**src/rtl/mul_seq_ctrl.sv**
```systemverilog
// mul_seq_ctrl -- EX-stage sequencer for the multi-cycle MUL (opcode 8'b00011000).
// Decode leaves RegWrite low for MUL, so this block owns MUL write-back.
// It captures the operands and runs an iterative shift-add multiply, one
// multiplier bit per cycle. While it works it stalls IF/ID/EX. It then
// offers the low XLEN bits of the product on a valid/ready write-port handshake.
//
// Ports:
//   clk, rst_n        clock; synchronous active-low reset
//   mul_req           ID/EX holds a MUL
//   mul_rd/a/b        destination register, multiplicand, multiplier
//   flush             aborts any MUL in flight
//   stall_o           hold IF/ID/EX (combinational)
//   busy              sequencer not idle
//   wb_valid/ready    write-port handshake
//   wb_rd, wb_data    write-back destination and product
//
// Build option: define MUL_EARLY_EXIT_EN to end BUSY as soon as the remaining
// multiplier bits are all zero. When it is undefined, BUSY always lasts XLEN cycles.

module mul_seq_ctrl #(
  parameter int unsigned XLEN = 32
) (
  input  logic            clk,
  input  logic            rst_n,
  input  logic            mul_req,
  input  logic [4:0]      mul_rd,
  input  logic [XLEN-1:0] mul_a,
  input  logic [XLEN-1:0] mul_b,
  input  logic            flush,
  output logic            stall_o,
  output logic            busy,
  output logic            wb_valid,
  input  logic            wb_ready,
  output logic [4:0]      wb_rd,
  output logic [XLEN-1:0] wb_data
);

  localparam int unsigned CW = $clog2(XLEN);

  typedef enum logic [1:0] {IDLE, BUSY, WB} state_t;

  state_t          state, state_next;
  logic [XLEN-1:0] a_q, b_q, acc_q, acc_next, wb_data_q;
  logic [4:0]      rd_q, wb_rd_q;
  logic [CW-1:0]   cnt_q;
  logic            start, last_iter;

  assign start    = (state == IDLE) && mul_req && !flush;
  assign acc_next = b_q[0] ? acc_q + a_q : acc_q;

`ifdef MUL_EARLY_EXIT_EN
  // Stop once the multiplier left after this iteration's shift is zero.
  assign last_iter = (cnt_q == CW'(XLEN-1)) || (b_q[XLEN-1:1] == '0);
`else
  assign last_iter = (cnt_q == CW'(XLEN-1));
`endif

  // State register
  always_ff @(posedge clk) begin
    if (!rst_n) state <= IDLE;
    else        state <= state_next;
  end

  // Next-state logic; flush overrides every other input
  always_comb begin
    state_next = state;
    if (flush) begin
      state_next = IDLE;
    end else begin
      unique case (state)
        IDLE: if (mul_req) state_next = BUSY;
        BUSY: if (last_iter) state_next = (rd_q != '0) ? WB : IDLE;
        WB:   if (wb_ready) state_next = IDLE;
        default: state_next = IDLE;
      endcase
    end
  end

  // Outputs
  always_comb begin
    busy     = (state != IDLE);
    wb_valid = (state == WB);
    stall_o  = start || (state == BUSY) || ((state == WB) && !wb_ready);
    wb_rd    = wb_rd_q;
    wb_data  = wb_data_q;
  end

  // Datapath. The result registers load only on a real completion, so they
  // stay stable throughout WB. A discarded (rd==0) product never reaches them.
  always_ff @(posedge clk) begin
    if (!rst_n) begin
      a_q       <= '0;
      b_q       <= '0;
      acc_q     <= '0;
      rd_q      <= '0;
      cnt_q     <= '0;
      wb_rd_q   <= '0;
      wb_data_q <= '0;
    end else if (start) begin
      a_q   <= mul_a;
      b_q   <= mul_b;
      rd_q  <= mul_rd;
      acc_q <= '0;
      cnt_q <= '0;
    end else if ((state == BUSY) && !flush) begin
      a_q   <= a_q << 1;
      b_q   <= b_q >> 1;
      acc_q <= acc_next;
      cnt_q <= cnt_q + CW'(1);
      if (last_iter && (rd_q != '0)) begin
        wb_data_q <= acc_next;
        wb_rd_q   <= rd_q;
      end
    end
  end

endmodule
```
**config.mk**
```make
export PLATFORM = sky130hd
export DESIGN_NAME = mul_seq_ctrl
export DESIGN_NICKNAME = d
export VERILOG_FILES = /design/src/rtl/mul_seq_ctrl.sv
export SDC_FILE = /design/constraint.sdc
export NUM_CORES = 1
export LEC_CHECK = 0
export CAP_MARGIN = 20
export CORE_MARGIN = 1.5
export CORE_UTILIZATION = 49
export DETAILED_ROUTE_END_ITERATION = 8
export PLACE_DENSITY_LB_ADDON = 0.1
export REMOVE_ABC_BUFFERS = 1
export SLEW_MARGIN = 0
export SYNTH_ARGS = -nofsm -noshare
export SYNTH_HDL_FRONTEND = slang
export SYNTH_SLANG_ARGS = --single-unit
```
**constraint.sdc**
```tcl
create_clock -name clk -period 2.8 [get_ports clk]
set_input_delay 0.42 -clock clk [delete_from_list [all_inputs] [get_ports clk]]
set_output_delay 0.42 -clock clk [all_outputs]
set_load 0.05 [all_outputs]
```
Word-level counts from Yosys, hierarchy flattened:

Cells that the tools add are included.

* ROM bits: 0
* input port bits: 74
* memories: 0
* bits in latches: 0
* logic and storage cells: 45
* bits in registers: 145
* memory bits (writable): 0
* output and inout port bits: 40

* $lt $le $gt $ge: 0
* eq/ne operators: 6
* reduce and logical (&&, ||, !) cells: 17
* bitwise operators: 2
* shift operators: 0
* multiply operators: 0
* div/mod/pow operators: 0
* add/sub/neg operators: 2
* multiplexer cells: 10

Operators by type and width (number)
* 2-to-1 mux 32 bit: 5
* adder 32 bit: 1
* 2-to-1 mux 2 bit: 4
* one-hot mux 2 bit (3 select lines): 1
* AND reduction 3 bit: 2
* adder 5 x 1 -> 5 bit (second input constant): 1
* == test 5 bit (second input constant): 1
* logical AND 1 bit: 5
* nonzero test 5 bit: 1
* inequality test 2 bit (second input constant): 2
* nonzero test 2 bit: 2
* OR reduction 2 bit: 2
* == test 2 x 1 -> 1 bit (second input constant): 1
* == test 2 bit (second input constant): 1
* logical NOT 1 bit: 2
* logical NOT 2 bit: 1
* logical OR 1 bit: 2
* inequality test 2 x 1 -> 1 bit (second input constant): 1
* inverter 1 bit: 2

Logic depth before layout (Yosys ltp):

Gate-level depths: netlist (run 1).

* word-level depth: 5
* depth in mapped cells: 11

Worst setup path after synthesis (run 1):

OpenSTA, ideal clock, no wires.

* path kind: register to register
* from: register a_q[0]
* to: register wb_data_q[24] (netlist: wb_data[24])
* stages on the path, launching flop included: 12
* arrival time: 2556 ps
* slack: 174 ps
* clock period less this slack: 2626 ps
* setup time: 70 ps
* data required time: 2730 ps
* cells stage by stage: dfxtp_1 > ha_1 > fa_1 > a211oi_1 > o21bai_1 > a221oi_2 > o21a_1 > o21ai_1 > a41oi_1 > xnor2_1 > mux2i_1 > a21oi_1

* longest elaborated chain between the ends: 2

RTL lines
* start, declared: RTL line 43 `logic [XLEN-1:0] a_q, b_q, acc_q, acc_next, wb_data_q;`
* start signal, assigned: RTL line 100 `a_q <= mul_a;`
* start signal, assigned: RTL line 106 `a_q <= a_q << 1;`
* adder 32 bit: RTL line 49 `assign acc_next = b_q[0] ? acc_q + a_q : acc_q;`
* 2-to-1 mux 32 bit: RTL line 49
* end signal, assigned: RTL line 111 `wb_data_q <= acc_next;`
* end, declared: RTL line 43

Every way passes these cells.
A chain may end at the register's enable or synchronous reset.

Final worst setup path (run 1):

* from: register a_q[0]
* to: register acc_q[30]

* longest elaborated chain between the ends: 2

RTL lines
* adder 32 bit: RTL line 49
* 2-to-1 mux 32 bit: RTL line 49
* end signal, assigned: RTL line 108 `acc_q <= acc_next;`
* end, declared: RTL line 43

Every way passes these cells.

==> summary.md, run 1 <==
| Metric | Value |
|---|---|
| Placement Cell Area | between 8000 and 9000 sq um |
| Drt initial violations | 429 |
| RSZ-0062 raised after global routing | no |
| RD Place Congestion | between 0.9 and 1 |
| Post-synthesis area per instance | 8.42 sq um |
| Placed wire-length estimate | 14000 um |
| Total GRT Usage | 25.3% |
| Vias in the first global route | 6787 |
| Critical path, cell by cell | ha_1 -> fa_2 -> a211oi_4 -> o21bai_2 -> a221oi_2 -> buf_4 -> o21ai_1 -> a31oi_2 -> o21ai_1 -> xor2_1 -> a22o_1 |
| Post-Synth Adder-Cell Area | under 10% |
| Final ANT Viol Nets | 0 |
| Chip Width | about 130 um |
| 1st-pass router iterations | 5 |
| Ranking of synthesized cells by area | dfxtp_1 39%, nand2_1 8.1%, a21boi_0 7.4%, a22oi_1 6.5%, ha_1 5.6% |
| Critical path's slowest cell | fa_2 |
| Die Span Y | roughly 130 um |
| Buf/Inv on CP | 1 |
| Clock buffer count from CTS | 17 |
| Kind of cell adding the most delay to the critical path | compound AO/OA/AOI/OAI gates |
| Sw Share | 23.2% |
| Arr. time, crit path | 3.01 ns |
| Switching Power | between 0.001 and 0.0015 W |
| Logic pwr share | 9.4% |
| Max Cap Viol | 0 |
| Max-slew headroom | about 56% |
| DR vias | 6829 |
| Post-synth top flop | dfxtp_1 |
| Netlist cell types | 60 |
| First-pass GRT wire length | between 30000 and 40000 um |
| DRC | 0 |
| DR WL/cell | between 15 and 20 um |
| CTS tree | done |
| Worst skew pair latency | between 0.4 and 0.5 ns |
| I/O pin cnt | 114 |
| Crit path to | acc_q[30] |
| Synth cell count leaders | 161 x nand2_1, 145 x dfxtp_1, 74 x a21oi_1 |
| Clk pwr share | between 40% and 50% |
| Peak VDD IR | approximately 0.0004 V |
| #FFs+latches synth | about 150 |
| Final instance area | ~9500 sq um |
| Peak Freq | between 300 and 400 MHz |
| Hold Vio Cnt, Final | 0 |
| Hold Buf Count CTS | 0 |
| Outcome | finished clean |
| Async SR Flop Fraction | 0% |
| Share of layout cells above drive strength 1 | a little under a tenth |
| Synth Area in Simple Gates | between 10% and 20% |
| Largest net degree at the start of global routing | a little under 70 |
| Post-synthesis compound-gate area fraction | between 30 and 40% |
| CP most frequent cell | o21ai_1 |
| Row count | 44 |
| Root buf cell | clkbuf_16 |
| H-tree Lvls | 4 |
| Worst-Margin Slew | 0.652 ns |
| Synth area leader | dfxtp_1 |
| Power per cell area | between 500 and 600 nW/um^2 |
| Startpoint Class | register |
| Port-buffer cells | ~110 |
| Max incr delay on CP | just under 0.4 ns |
| Top-area cell type share of the netlist area | between 30% and 40% |
| Crit-path max FO | 3 |
| Critical path required time | about 3.1 ns |
| Minimum clock period | 2.70 ns |
| Worst setup path start | a_q[0] |
| Drt total wl | roughly 20000 um |
| Clock sinks | between 100 and 150 |
| Filler cell count in the final layout | ~1300 |
| Critical path depth | 11 |
| Clk_skew | 0.0121 ns |
| P_int | 0.00371 W |
| Post-DR vias/cell | roughly 5.7 |
| XOR/XNOR Fraction of Synth Area | 3.77% |
| Sequential power share | 44.7% |
| WS Path Type | reg2reg |
| Syn. warnings | 0 |
| Final Setup Violations | 0 |
| Crit. End Element | register |
| CTS clk-pin slew, worst paths | ~0.060 ns |
| Reg2Reg Setup Slack | ~0.1 ns |
| Final Cycle Share | between 90% and 100% |
| Area added between synthesis and finish | 27.6% |
| HP Class | reg2reg |
| Lkg Pwr | roughly 3.6 nW |
| Initial antenna violation count | 0 |
| R2R cell count | 11 |
| Count of final max-slew check failures | 0 |
| Pwr Total | approximately 0.0048 W |
| Mapped Cells | approximately 880 |
| Max Buffers Root-to-Sink | 2 |
| R2R Path Start | a_q[0] |
| Most numerous cell in the Yosys netlist | nand2_1 |
| R2r endpoint | acc_q[30] |
| Seq/Total Area, Yosys | 39.0% |
| Synthesized area | about 7400 sq um |
| ANT cells | 0 |
| Mux cell area share after synthesis | under 10% |
| Post-synth EDFFs | 0 |
| DIE AREA | between 15000 and 20000 sq um |
| Final-stage net count | 1100 |
| Largest family of logic cells by synthesized area | compound AO/OA/AOI/OAI gates |
| Overflow after GRT | 0 |
| Initial cell density of the core | roughly 51% |
| Total core area | roughly 15000 sq um |
cell families (layout without fill, tap and decap cells):
kind of cell	after synthesis	after routing
buf+inv	67	188
fa+ha+maj	34	34
simple gates	264	264
compound gates	327	327
flops	145	145
xor+xnor	32	32
mux	14	14
worst reg2reg max path: cells and delay by family (launching register included):
family | cells | cell delay [ns]
AOI/OAI and AO/OA | 7 | 1.32
xor gates and xnor gates | 1 | 0.17
adders and majority gates | 2 | 0.62
buffers and inverters | 1 | 0.16
DFF | 1 | 0.31
metal layers:
layer / wire length, um / global-route usage, %
met5: 0 / 0
met4: 269 / 7.23
met3: 855 / 5.06
met2: 9430 / 43.7
met1: 8950 / 32.1
state kept, by name, summed over array words and instances, names as in the netlist:
signal / cells
wb_data: 32
acc_q: 32
a_q: 32
b_q: 32
state: 2
rd_q: 5
wb_rd: 5
cnt_q: 5
layout make-up:
cell class / instances / area [sq um] / share of cell area (%)
timing repair buffer: 150 / 1410 / 14.9
sequential: 145 / 2900 / 30.6
clock buffer: 20 / 467 / 4.92
tap: 184 / 230 / 2.43
multi-input combinational: 671 / 4340 / 45.7
inverter: 7 / 26.3 / 0.277
clock inverter: 11 / 113 / 1.19
worst min-delay path by stage:
stage	startpoint	endpoint	slack (ns)	cells after the start
final	b_q[9]	b_q[9]	0.46	2
after global routing	cnt_q[4]	cnt_q[4]	0.49	2
after CTS	rst_n	acc_q[27]	0.46	3
after detailed placement	b_q[24]	b_q[24]	0.46	2
after global placement	cnt_q[4]	cnt_q[4]	0.45	2
after floorplan	cnt_q[4]	cnt_q[4]	0.44	2
power by group through the flow:
stage / Combinational (W) / Sequential [W] / Clock, W
global placement: 0.000442 / 0.00220 / 0
floorplan: 0.000234 / 0.00220 / 0
detailed placement: 0.000453 / 0.00220 / 0
global route: 0.000501 / 0.00217 / 0.00233
finish: 0.000456 / 0.00216 / 0.00221
CTS: 0.000456 / 0.00216 / 0.00225
stage by stage:
stage	utilization [%]	std cells	hold WS [ns]	TNS, ns	worst slack (ns)
finish	64.5	1188	0.462	0	0.102
global route	64.5	1188	0.489	0	0.00835
CTS	64.2	1186	0.456	0	0.0141
detailed placement	60.2	1155	0.458	-0.177	-0.0793
global placement	60.2	1155	0.448	-0.0482	-0.0482
floorplan	-	823	0.441	-534.25	-7.53
timing repair:
item                       4_1_cts  5_1_grt
resized for setup                2        7
pin swaps                        1        4
setup endpoints to repair        6       14
buffers inserted                 0        2
layout by cell type (no fill, tap or decap), drive strengths merged, types with 5 or more instances in the layout:
master	n
and2	7
mux2i	14
nor3	8
xor2	7
ha	33
a22o	5
o21bai	7
clkdlybuf4s50	111
a211oi	18
inv	6
nand4	7
o21ai	36
clkinv	7
nand2	162
a21oi	74
xnor2	25
clkbuf	20
a22oi	64
nor2	47
a21o	10
nand3	5
a21boi	76
dfxtp	145
buf	39
a31oi	5
o211a	9
nor2b	6
Power figures use the tool's default switching activity.
==> run 2: changes to the inputs <==
--- a/config.mk
+++ b/config.mk
@@ -6,7 +6,7 @@
 export NUM_CORES = 1
 export LEC_CHECK = 0
 export CAP_MARGIN = 20
-export CORE_MARGIN = 1.5
+export CORE_MARGIN = 2
 export CORE_UTILIZATION = 49
 export DETAILED_ROUTE_END_ITERATION = 8
 export PLACE_DENSITY_LB_ADDON = 0.1
==> summary.md, run 2 (synthesized netlist as in run 1, its figures left out) <==
| Metric | Value |
|---|---|
| Minimum clock period | approximately 2.8 ns |
| DRC | 0 |
| Critical path depth | 12 |
| Count of final max-slew check failures | 0 |
| CTS clk-pin slew, worst paths | 0.06 ns |
| Clk_skew | 0.00560 ns |
| Total GRT Usage | approximately a quarter |
| Most common cell after layout, fill and taps aside | nand2_1 |
| Clock buffer count from CTS | 17 |
| Crit. End Element | register |
| ANT cells | 0 |
| Drt total wl | 18600 um |
| Met3 GRT Util | 5.28% |
| Post-DR vias/cell | 5.65 |
| Lkg Pwr | 3.58 nW |
| Area added between synthesis and finish | 27.7% |
| Final Cycle Share | a little over nine tenths |
| 1st-pass router iterations | 5 |
| First-pass GRT wire length | between 30000 and 40000 um |
| Met1 Usage GRT | a little under a third |
| Total core area | around 15000 sq um |
| Kind of cell adding the most delay to the critical path | compound AO/OA/AOI/OAI gates |
| Critical path, cell by cell | ha_4 -> fa_2 -> a211oi_4 -> o21bai_2 -> a221oi_2 -> o21a_1 -> buf_6 -> nor3_4 -> nor2_2 -> xnor2_2 -> nand2_1 -> a211oi_2 |
| Max-slew headroom | approximately three fifths |
| Port-buffer cells | between 100 and 150 |
| Max incr delay on CP | between 0.4 and 0.5 ns |
| Hold Vio Cnt, Final | 0 |
| Clock sinks | 145 |
| RSZ-0062 raised after global routing | yes |
| Pwr Total | between 0.004 and 0.005 W |
| Placed wire-length estimate | 12800 um |
| Worst-Margin Slew | between 0.5 and 0.6 ns |
| Peak Freq | around 360 MHz |
| Final Setup Violations | 0 |
| Critical path required time | between 3 and 4 ns |
| DR WL/cell | about 16 um |
| Largest net degree at the start of global routing | between 100 and 150 |
| Final ANT Viol Nets | 0 |
| Share of layout cells above drive strength 1 | a little under a tenth |
| Met2 usage | 38.6% |
| HP Class | reg2reg |
| Row count | between 40 and 50 |
| GRT Max-Usage Layer | met2 |
| Root buf cell | clkbuf_16 |
| H-tree Lvls | 4 |
| RD Place Congestion | a little over 0.9 |
| Worst skew pair latency | about 0.42 ns |
| Final-stage net count | 1099 |
| Worst hold slack | around 0.46 ns |
| Buf/Inv on CP | 1 |
| Startpoint Class | register |
| R2R cell count | 12 |
| Max Buffers Root-to-Sink | 2 |
| Arr. time, crit path | roughly 3.1 ns |
| Power per cell area | about 500 nW/um^2 |
| Die Span Y | around 130 um |
| Peak VDD IR | ~0.00048 V |
| I/O pin cnt | 114 |
| Initial cell density of the core | between 40% and 50% |
| Outcome | finished clean |
| DIE AREA | between 15000 and 20000 sq um |
| WS Path Type | reg2reg |
| Most frequent cells in the layout | 161 x nand2_1, 143 x dfxtp_1, 111 x clkdlybuf4s50_1 |
| Drt initial violations | 393 |
| Crit-path max FO | 3 |
| Vias in the first global route | roughly 6300 |
| Critical path's slowest cell | fa_2 |
| Chip Width | between 100 and 150 um |
| CTS tree | done |
| DR vias | 6725 |
| Overflow after GRT | 0 |
| Max Cap Viol | 0 |
| Initial antenna violation count | 0 |
| Hold Path Stages | 2 |
run 2: area by class of cell:
| type | instances | area [sq um] |
|---|---|---|
| fill | 1339 | 5540 |
| inverter | 7 | 26.3 |
| clock buffer | 23 | 468 |
| timing repair buffer | 149 | 1450 |
| sequential | 145 | 2910 |
| clock inverter | 7 | 37.5 |
| multi-input combinational | 671 | 4380 |
| tap | 188 | 235 |
run 2: routing by layer:
metal	share of wire (%)	routed length (um)	up-vias
met5	0	0	-
met4	1.1	213	0
met3	4.6	854	21
met2	46	8570	140
met1	48	8990	3164
li1	-	-	3400
run 2: report_power, final:
part           internal (W)  switching (W)
clock               0.00116       0.000840
sequential          0.00212      0.0000403
combinational      0.000226       0.000231
run 2: final timing paths:
check        slack [ns]   endpoint      from
max                0.03  acc_q[16]  acc_q[0]
min                0.46    b_q[27]   b_q[27]
max reg2reg        0.03  acc_q[16]  acc_q[0]
min reg2reg        0.46    b_q[27]   b_q[27]
run 2: what timing repair did:
item | in CTS | in global routing
gates resized for setup | 2 | 18
buffers inserted | 2 | 4
endpoints found under the setup margin | 6 | 19
pin swaps | 2 | 14
hold buffers | 0 | 0
run 2: stage by stage:
stage	setup TNS (ns)	area (sq um)	setup slack, ns	utilization [%]	std cells
detailed placement	-0.0762	8860	-0.0584	58.9	1154
global placement	-0.0138	8860	-0.0138	58.9	1154
CTS	0	9390	0.0204	62.5	1186
floorplan	-534.25	7200	-7.53	-	823
finish	0	9500	0.0293	63.2	1190
global route	-0.202	9500	-0.0879	63.2	1190
run 2: worst min-delay path: stages, from the launching register on:
cell,delay [ns]
dfxtp_1,0.30
nand2_1,0.04
a21boi_0,0.06
